[src/rtl/stall_sink_pkg.sv]
// Shared types and helpers for the stall_sink_buf receive buffer.
package stall_sink_pkg;

  localparam int DEF_W     = 32;
  localparam int DEF_DEPTH = 16;
  localparam int DEF_LAT   = 10;

  // One extra MSB on pointers and level distinguishes full from empty.
  typedef logic [$clog2(DEF_DEPTH):0] ptr_t;
  typedef logic [$clog2(DEF_DEPTH):0] level_t;

  // Occupancy at which upstream must be told to stop.
  function automatic int thresh(input int depth, input int lat);
    return depth - lat;
  endfunction

endpackage

[src/rtl/stall_sink_buf_if.sv]
// Beat handshake bundle: upstream beats in, stall back, head beats out.
interface stall_sink_buf_if #(
  parameter int W = stall_sink_pkg::DEF_W
);
  logic [W-1:0] in;
  logic         in_vld;
  logic         stall_r;
  logic [W-1:0] out;
  logic         out_vld;
  logic         out_accept;

  modport master (output in, in_vld, out_accept, input stall_r, out, out_vld);
  modport slave  (input in, in_vld, out_accept, output stall_r, out, out_vld);
endinterface

[src/rtl/stall_sink_fifo.sv]
// Flop-array FIFO with wrap-bit pointers; reports full, empty and occupancy.
module stall_sink_fifo
  import stall_sink_pkg::*;
#(
  parameter int W     = DEF_W,
  parameter int DEPTH = DEF_DEPTH
) (
  input  logic         clk,
  input  logic         rst_n,
  input  logic         push,
  input  logic [W-1:0] wdata,
  input  logic         pop,
  output logic [W-1:0] rdata,
  output logic         full,
  output logic         empty,
  output level_t       level
);

  localparam int AW = $clog2(DEPTH);

  if ($bits(ptr_t) != AW + 1) begin : g_bad_width
    $error("stall_sink_fifo: DEPTH does not match stall_sink_pkg::DEF_DEPTH");
  end

  logic [W-1:0] mem [DEPTH];
  ptr_t         wr_ptr;
  ptr_t         rd_ptr;
  logic         do_push;
  logic         do_pop;

  assign do_push = push & ~full;
  assign do_pop  = pop & ~empty;

  // NOTE: sequential state uses <= so every flop samples pre-edge values.
  always_ff @(posedge clk or negedge rst_n) begin
    if (!rst_n) begin
      wr_ptr <= '0;
      rd_ptr <= '0;
    end else begin
      if (do_push) wr_ptr <= wr_ptr + ptr_t'(1);
      if (do_pop)  rd_ptr <= rd_ptr + ptr_t'(1);
    end
  end

  // NOTE: storage is not reset; pointers alone decide which entries are valid.
  always_ff @(posedge clk) begin
    if (do_push) mem[wr_ptr[AW-1:0]] <= wdata;
  end

  assign rdata = mem[rd_ptr[AW-1:0]];
  assign empty = (wr_ptr == rd_ptr);
  assign full  = (wr_ptr[AW] != rd_ptr[AW]) && (wr_ptr[AW-1:0] == rd_ptr[AW-1:0]);
  assign level = level_t'(wr_ptr - rd_ptr);

endmodule

[src/rtl/stall_sink_buf.sv]
// Never-drop receive buffer with early registered stall and sticky overflow flag.
// Optional 0-cycle empty-FIFO bypass when STALL_SINK_BYPASS_EN is defined.
module stall_sink_buf
  import stall_sink_pkg::*;
#(
  parameter int W     = DEF_W,
  parameter int DEPTH = DEF_DEPTH,
  parameter int LAT   = DEF_LAT
) (
  input  logic           clk,
  input  logic           rst_n,
  stall_sink_buf_if.slave bus,
  output logic           ovf_r,
  output level_t         level_r
);

  localparam int THRESH = thresh(DEPTH, LAT);

  if (LAT >= DEPTH || (DEPTH & (DEPTH - 1)) != 0) begin : g_bad_cfg
    $error("stall_sink_buf: need LAT < DEPTH and DEPTH a power of two");
  end

  logic         fifo_full;
  logic         fifo_empty;
  logic [W-1:0] fifo_rdata;
  logic         push;
  logic         pop;
  logic         stall_q;
  level_t       level_w;

`ifdef STALL_SINK_BYPASS_EN
  logic bypass;

  // A beat arriving at an empty FIFO is shown immediately and only stored if not taken.
  assign bypass      = fifo_empty & bus.in_vld;
  assign push        = bus.in_vld & ~fifo_full & ~(bypass & bus.out_accept);
  assign bus.out     = bypass ? bus.in : fifo_rdata;
  assign bus.out_vld = ~fifo_empty | bus.in_vld;
`else
  assign push        = bus.in_vld & ~fifo_full;
  assign bus.out     = fifo_rdata;
  assign bus.out_vld = ~fifo_empty;
`endif

  assign pop     = ~fifo_empty & bus.out_accept;
  assign level_w = level_r + level_t'(push) - level_t'(pop);

  stall_sink_fifo #(
    .W     (W),
    .DEPTH (DEPTH)
  ) u_fifo (
    .clk   (clk),
    .rst_n (rst_n),
    .push  (push),
    .wdata (bus.in),
    .pop   (pop),
    .rdata (fifo_rdata),
    .full  (fifo_full),
    .empty (fifo_empty),
    .level (level_r)
  );

  // Stall is judged on next-cycle occupancy so LAT trailing beats still fit.
  always_ff @(posedge clk or negedge rst_n) begin
    if (!rst_n) begin
      stall_q <= 1'b0;
      ovf_r   <= 1'b0;
    end else begin
      stall_q <= (level_w >= level_t'(THRESH));
      ovf_r   <= ovf_r | (bus.in_vld & fifo_full);
    end
  end

  assign bus.stall_r = stall_q;

endmodule

[src/flat_wrapper.sv]
// flat-port wrapper written by rule: the top's interface ports become plain ports
module stall_sink_buf_flat import stall_sink_pkg::*;
#(
  parameter int W     = DEF_W,
  parameter int DEPTH = DEF_DEPTH,
  parameter int LAT   = DEF_LAT
)
  (clk, rst_n, ovf_r, level_r, bus_in, bus_in_vld, bus_out_accept, bus_stall_r, bus_out, bus_out_vld);
  stall_sink_buf_if #(.W(W)) bus_i ();
  input  logic clk;
  input  logic rst_n;
  output logic ovf_r;
  output level_t level_r;
  input wire logic [$bits(bus_i.in)-1:0] bus_in;
  input wire logic [$bits(bus_i.in_vld)-1:0] bus_in_vld;
  input wire logic [$bits(bus_i.out_accept)-1:0] bus_out_accept;
  output wire logic [$bits(bus_i.stall_r)-1:0] bus_stall_r;
  output wire logic [$bits(bus_i.out)-1:0] bus_out;
  output wire logic [$bits(bus_i.out_vld)-1:0] bus_out_vld;
  assign bus_i.in = bus_in;
  assign bus_i.in_vld = bus_in_vld;
  assign bus_i.out_accept = bus_out_accept;
  assign bus_stall_r = bus_i.stall_r;
  assign bus_out = bus_i.out;
  assign bus_out_vld = bus_i.out_vld;
  stall_sink_buf #(.W(W), .DEPTH(DEPTH), .LAT(LAT)) u_core (.clk(clk), .rst_n(rst_n), .bus(bus_i), .ovf_r(ovf_r), .level_r(level_r));
endmodule
[config.mk]
export PLATFORM = sky130hd
export DESIGN_NAME = stall_sink_buf_flat
export DESIGN_NICKNAME = d
export VERILOG_FILES = /design/src/rtl/stall_sink_pkg.sv /design/src/rtl/stall_sink_buf_if.sv /design/src/rtl/stall_sink_fifo.sv /design/src/rtl/stall_sink_buf.sv /design/src/flat_wrapper.sv
export SDC_FILE = /design/constraint.sdc
export NUM_CORES = 1
export LEC_CHECK = 0
export CORE_ASPECT_RATIO = 0.75
export CORE_MARGIN = 2
export CORE_UTILIZATION = 45
export CTS_BUF_LIST = sky130_fd_sc_hd__clkbuf_8 sky130_fd_sc_hd__clkbuf_16
export CTS_CLUSTER_DIAMETER = 50
export CTS_CLUSTER_SIZE = 40
export DETAILED_ROUTE_END_ITERATION = 12
export GPL_TIMING_DRIVEN = 0
export HOLD_SLACK_MARGIN = 0.03
export SYNTH_ARGS = -nofsm -noshare
export SYNTH_HDL_FRONTEND = slang
export SYNTH_HIERARCHICAL = 1
export SYNTH_SLANG_ARGS = --single-unit
[constraint.sdc]
create_clock -name clk -period 7.1 [get_ports clk]
set_input_delay 1.42 -clock clk [delete_from_list [all_inputs] [get_ports clk]]
set_output_delay 1.42 -clock clk [all_outputs]
set_load 0.03 [all_outputs]
==> run summary <==
Ant diodes: 0
TritonCTS Sinks: 524
Yosys reg bits: 524
Num CTS Buffers: 38
RSZ-0062 raised after global routing: no
Synth-to-layout area growth: 15.6%
Fmax: 186 MHz
Total track usage: 0.197
Die Ht: 189 um
Clock buffer depth: 3
Leakage: 7.78 nW
Top cell type by total area after synthesis: edfxtp_1
Antenna violations before repair: 0
Seq/Total Area, Yosys: 0.762
Skew final: 0.0320 ns
Yosys top cell area share: 0.748
Setup Buffers After CTS: 0
Avg Synthesized Cell Area: 21.3 um2
Post-CTS Resized: 0
Area contributors post-synth: edfxtp_1 (75%), mux4_2 (9.5%), mux2i_1 (4.7%), dfrtp_1 (1.5%), a32oi_1 (1.4%)
FILL cells: 3437
Total wire length: 46200 um
Crit Path Max Fanout: 10
Pwr/cell area: 434 mW/mm2
H-tree depth: 2
CTS root buf: clkbuf_16
Final Max Tran Viols: 0
Width of the die: 251 um
CTS tree: built
Core area: 0.0448 mm2
Number of synthesized flops with an enable pin: 512
Syn Nets: 1017
Fin Setup TNS: 0 ns
Routed vias: 10008
Routed Antenna Nets: 0
HPWL Detailed: 30000 um
Remaining DRCs: 0
Run status: complete, no violations
Synth cell count leaders: edfxtp_1 (512), mux2i_1 (96), mux4_2 (87)
Crit. End Element: primary output
Worst Path Required: 5.68 ns
Synth Flop Type: edfxtp_1
Async SR Flop Fraction: 0.0229
Critical Path AT: 3.96 ns
Most common cell in the netlist: edfxtp_1
Final Wtd Congestion: 0.737
Reg clk slew, reported paths: 0.07 ns
Cell count after synthesis: 965
Syn. warnings: 6
WL/cell: 26.7 um
Fin nets: 1166
Largest net degree at the start of global routing: 33
Worst setup path class: reg -> out
Router iterations before antenna repair: 5
Number of buffers added on ports: 75
Initial Util: 0.458
Crit start category: register
Period utilization: 0.758
Die ar.: 0.0474 mm2
First-pass GRT wire length: 67700 um
Final setup vio count: 0
IO Pins: 76
Post-CTS Hold Buffers: 0
Slack of the critical path: 1.72 ns
Setup WS pre-CTS: 2.31 ns
Max Cap Violations: 0
Max-slew headroom: 0.280
Grt ovf: 0
Post-Syn Area: 0.0206 mm2
Later-pin clock latency in the skew report: 0.56 ns
Final-report hold violation count: 0
Ratio of cells with drive above 1 in the final layout: 0.210
Initial detailed-routing violation count: 1057
Final min period: 5.38 ns
FP Rows: 67
Worst Max-Slew Pin Slew: 1.07 ns
Synth cell types: 38
Peak VDD IR: 0.000305 V
Worst hold path class: reg -> reg
Number of global-route vias before repair: 9916
DR vias/cell: 5.80
## cells by family after synthesis
logic type | share of synthesized area
xor+xnor | 0.00712
flops | 0.762
compound gates | 0.0383
mux | 0.154
buf+inv | 0.0188
simple gates | 0.00949
fa+ha+maj | 0.0105
## path summary, 6_finish.rpt
path | cells after the start | to | slack, ns | from
worst max-delay path | 9 | level_r[4] | 1.72 | u_core/u_fifo/rd_ptr[1]
worst min-delay path | 1 | u_core/ovf_r | 0.48 | u_core/ovf_r
worst max register to register | 12 | u_core/u_fifo/mem[0][11] | 2.68 | u_core/u_fifo/rd_ptr[1]
worst min register to register | 1 | u_core/ovf_r | 0.48 | u_core/ovf_r
max in group asynchronous | 1 | u_core/u_fifo/rd_ptr[3] | 5.45 | rst_n
min in group asynchronous | 1 | u_core/u_fifo/wr_ptr[4] | 1.26 | rst_n
## cells in the final DEF, fill, tap and decap left out, types with 3 or more instances in the layout
cell type        count
edfxtp_1           512
mux2i_1             96
mux4_2              87
clkdlybuf4s50_1     75
clkbuf_16           39
a22oi_1             33
o21ai_1             33
a32oi_1             32
buf_2               29
buf_4               25
inv_1               20
clkbuf_1            15
ha_1                14
buf_12              14
dfrtp_1             12
xnor2_1             10
mux4_1               9
clkinv_2             6
a21o_1               5
inv_6                4
clkinv_4             4
nand4_1              4
and3_2               4
and2_2               4
nor4_2               4
nand2_1              4
bufinv_16            3
nor2b_1              3
a21oi_1              3
xor2_1               3
nor2_1               3
nor2_4               3
## state kept, by name, summed over array words and instances (netlist names)
name                  count
u_core/u_fifo/mem       512
u_core/u_fifo/rd_ptr      5
u_core/u_fifo/wr_ptr      5
u_core/bus.stall_r        1
u_core/ovf_r              1
## where the power goes
part | total (W) | switching [W] | internal (W)
Combinational | 0.00425 | 0.00251 | 0.00174
Sequential | 0.00383 | 0.0000863 | 0.00374
Clock | 0.00223 | 0.00109 | 0.00114
Total | 0.0103 | 0.00368 | 0.00663
## metrics by stage
step | instances | utilization | hold slack [ns] | power, W | cell area (um2)
after detailed placement | 1660 | 0.502 | 0.456 | 0.00818 | 22500
after floorplan | 965 | - | 0.497 | 0.00665 | 20600
after global placement | 1626 | 0.492 | 0.443 | 0.00808 | 22000
after CTS | 1727 | 0.530 | 0.479 | 0.0104 | 23800
final | 1727 | 0.530 | 0.478 | 0.0103 | 23800
after global routing | 1727 | 0.530 | 0.519 | 0.0108 | 23800
## metal layers
layer	routed length, um	part of all wire	GRT usage	vias up
li1	-	-	-	4340
met4	673	0.015	0.0368	0
met3	2850	0.062	0.0335	46
met5	0	0	0	-
met2	20600	0.45	0.291	315
met1	22100	0.48	0.311	5307
## final cells by class
cell class	count	area, um2	share of cell area
timing repair buffer	109	1150	0.0486
clock buffer	39	976	0.0411
clock inverter	28	279	0.0117
tap	586	733	0.0309
sequential	524	15700	0.660
multi-input combinational	370	4560	0.192
inverter	19	71.3	0.00300
buffer	52	315	0.0133
## worst max-delay path: stages, from the launching register on
cell and delay [ns]:
dfrtp_1 0.36, buf_2 0.26, buf_2 0.32, buf_2 0.42, inv_1 0.20, fa_1 0.46, a21o_1 0.19, a21oi_1 0.18
xnor2_1 0.26, clkdlybuf4s50_1 0.76
(Power assumes the default switching activity.)
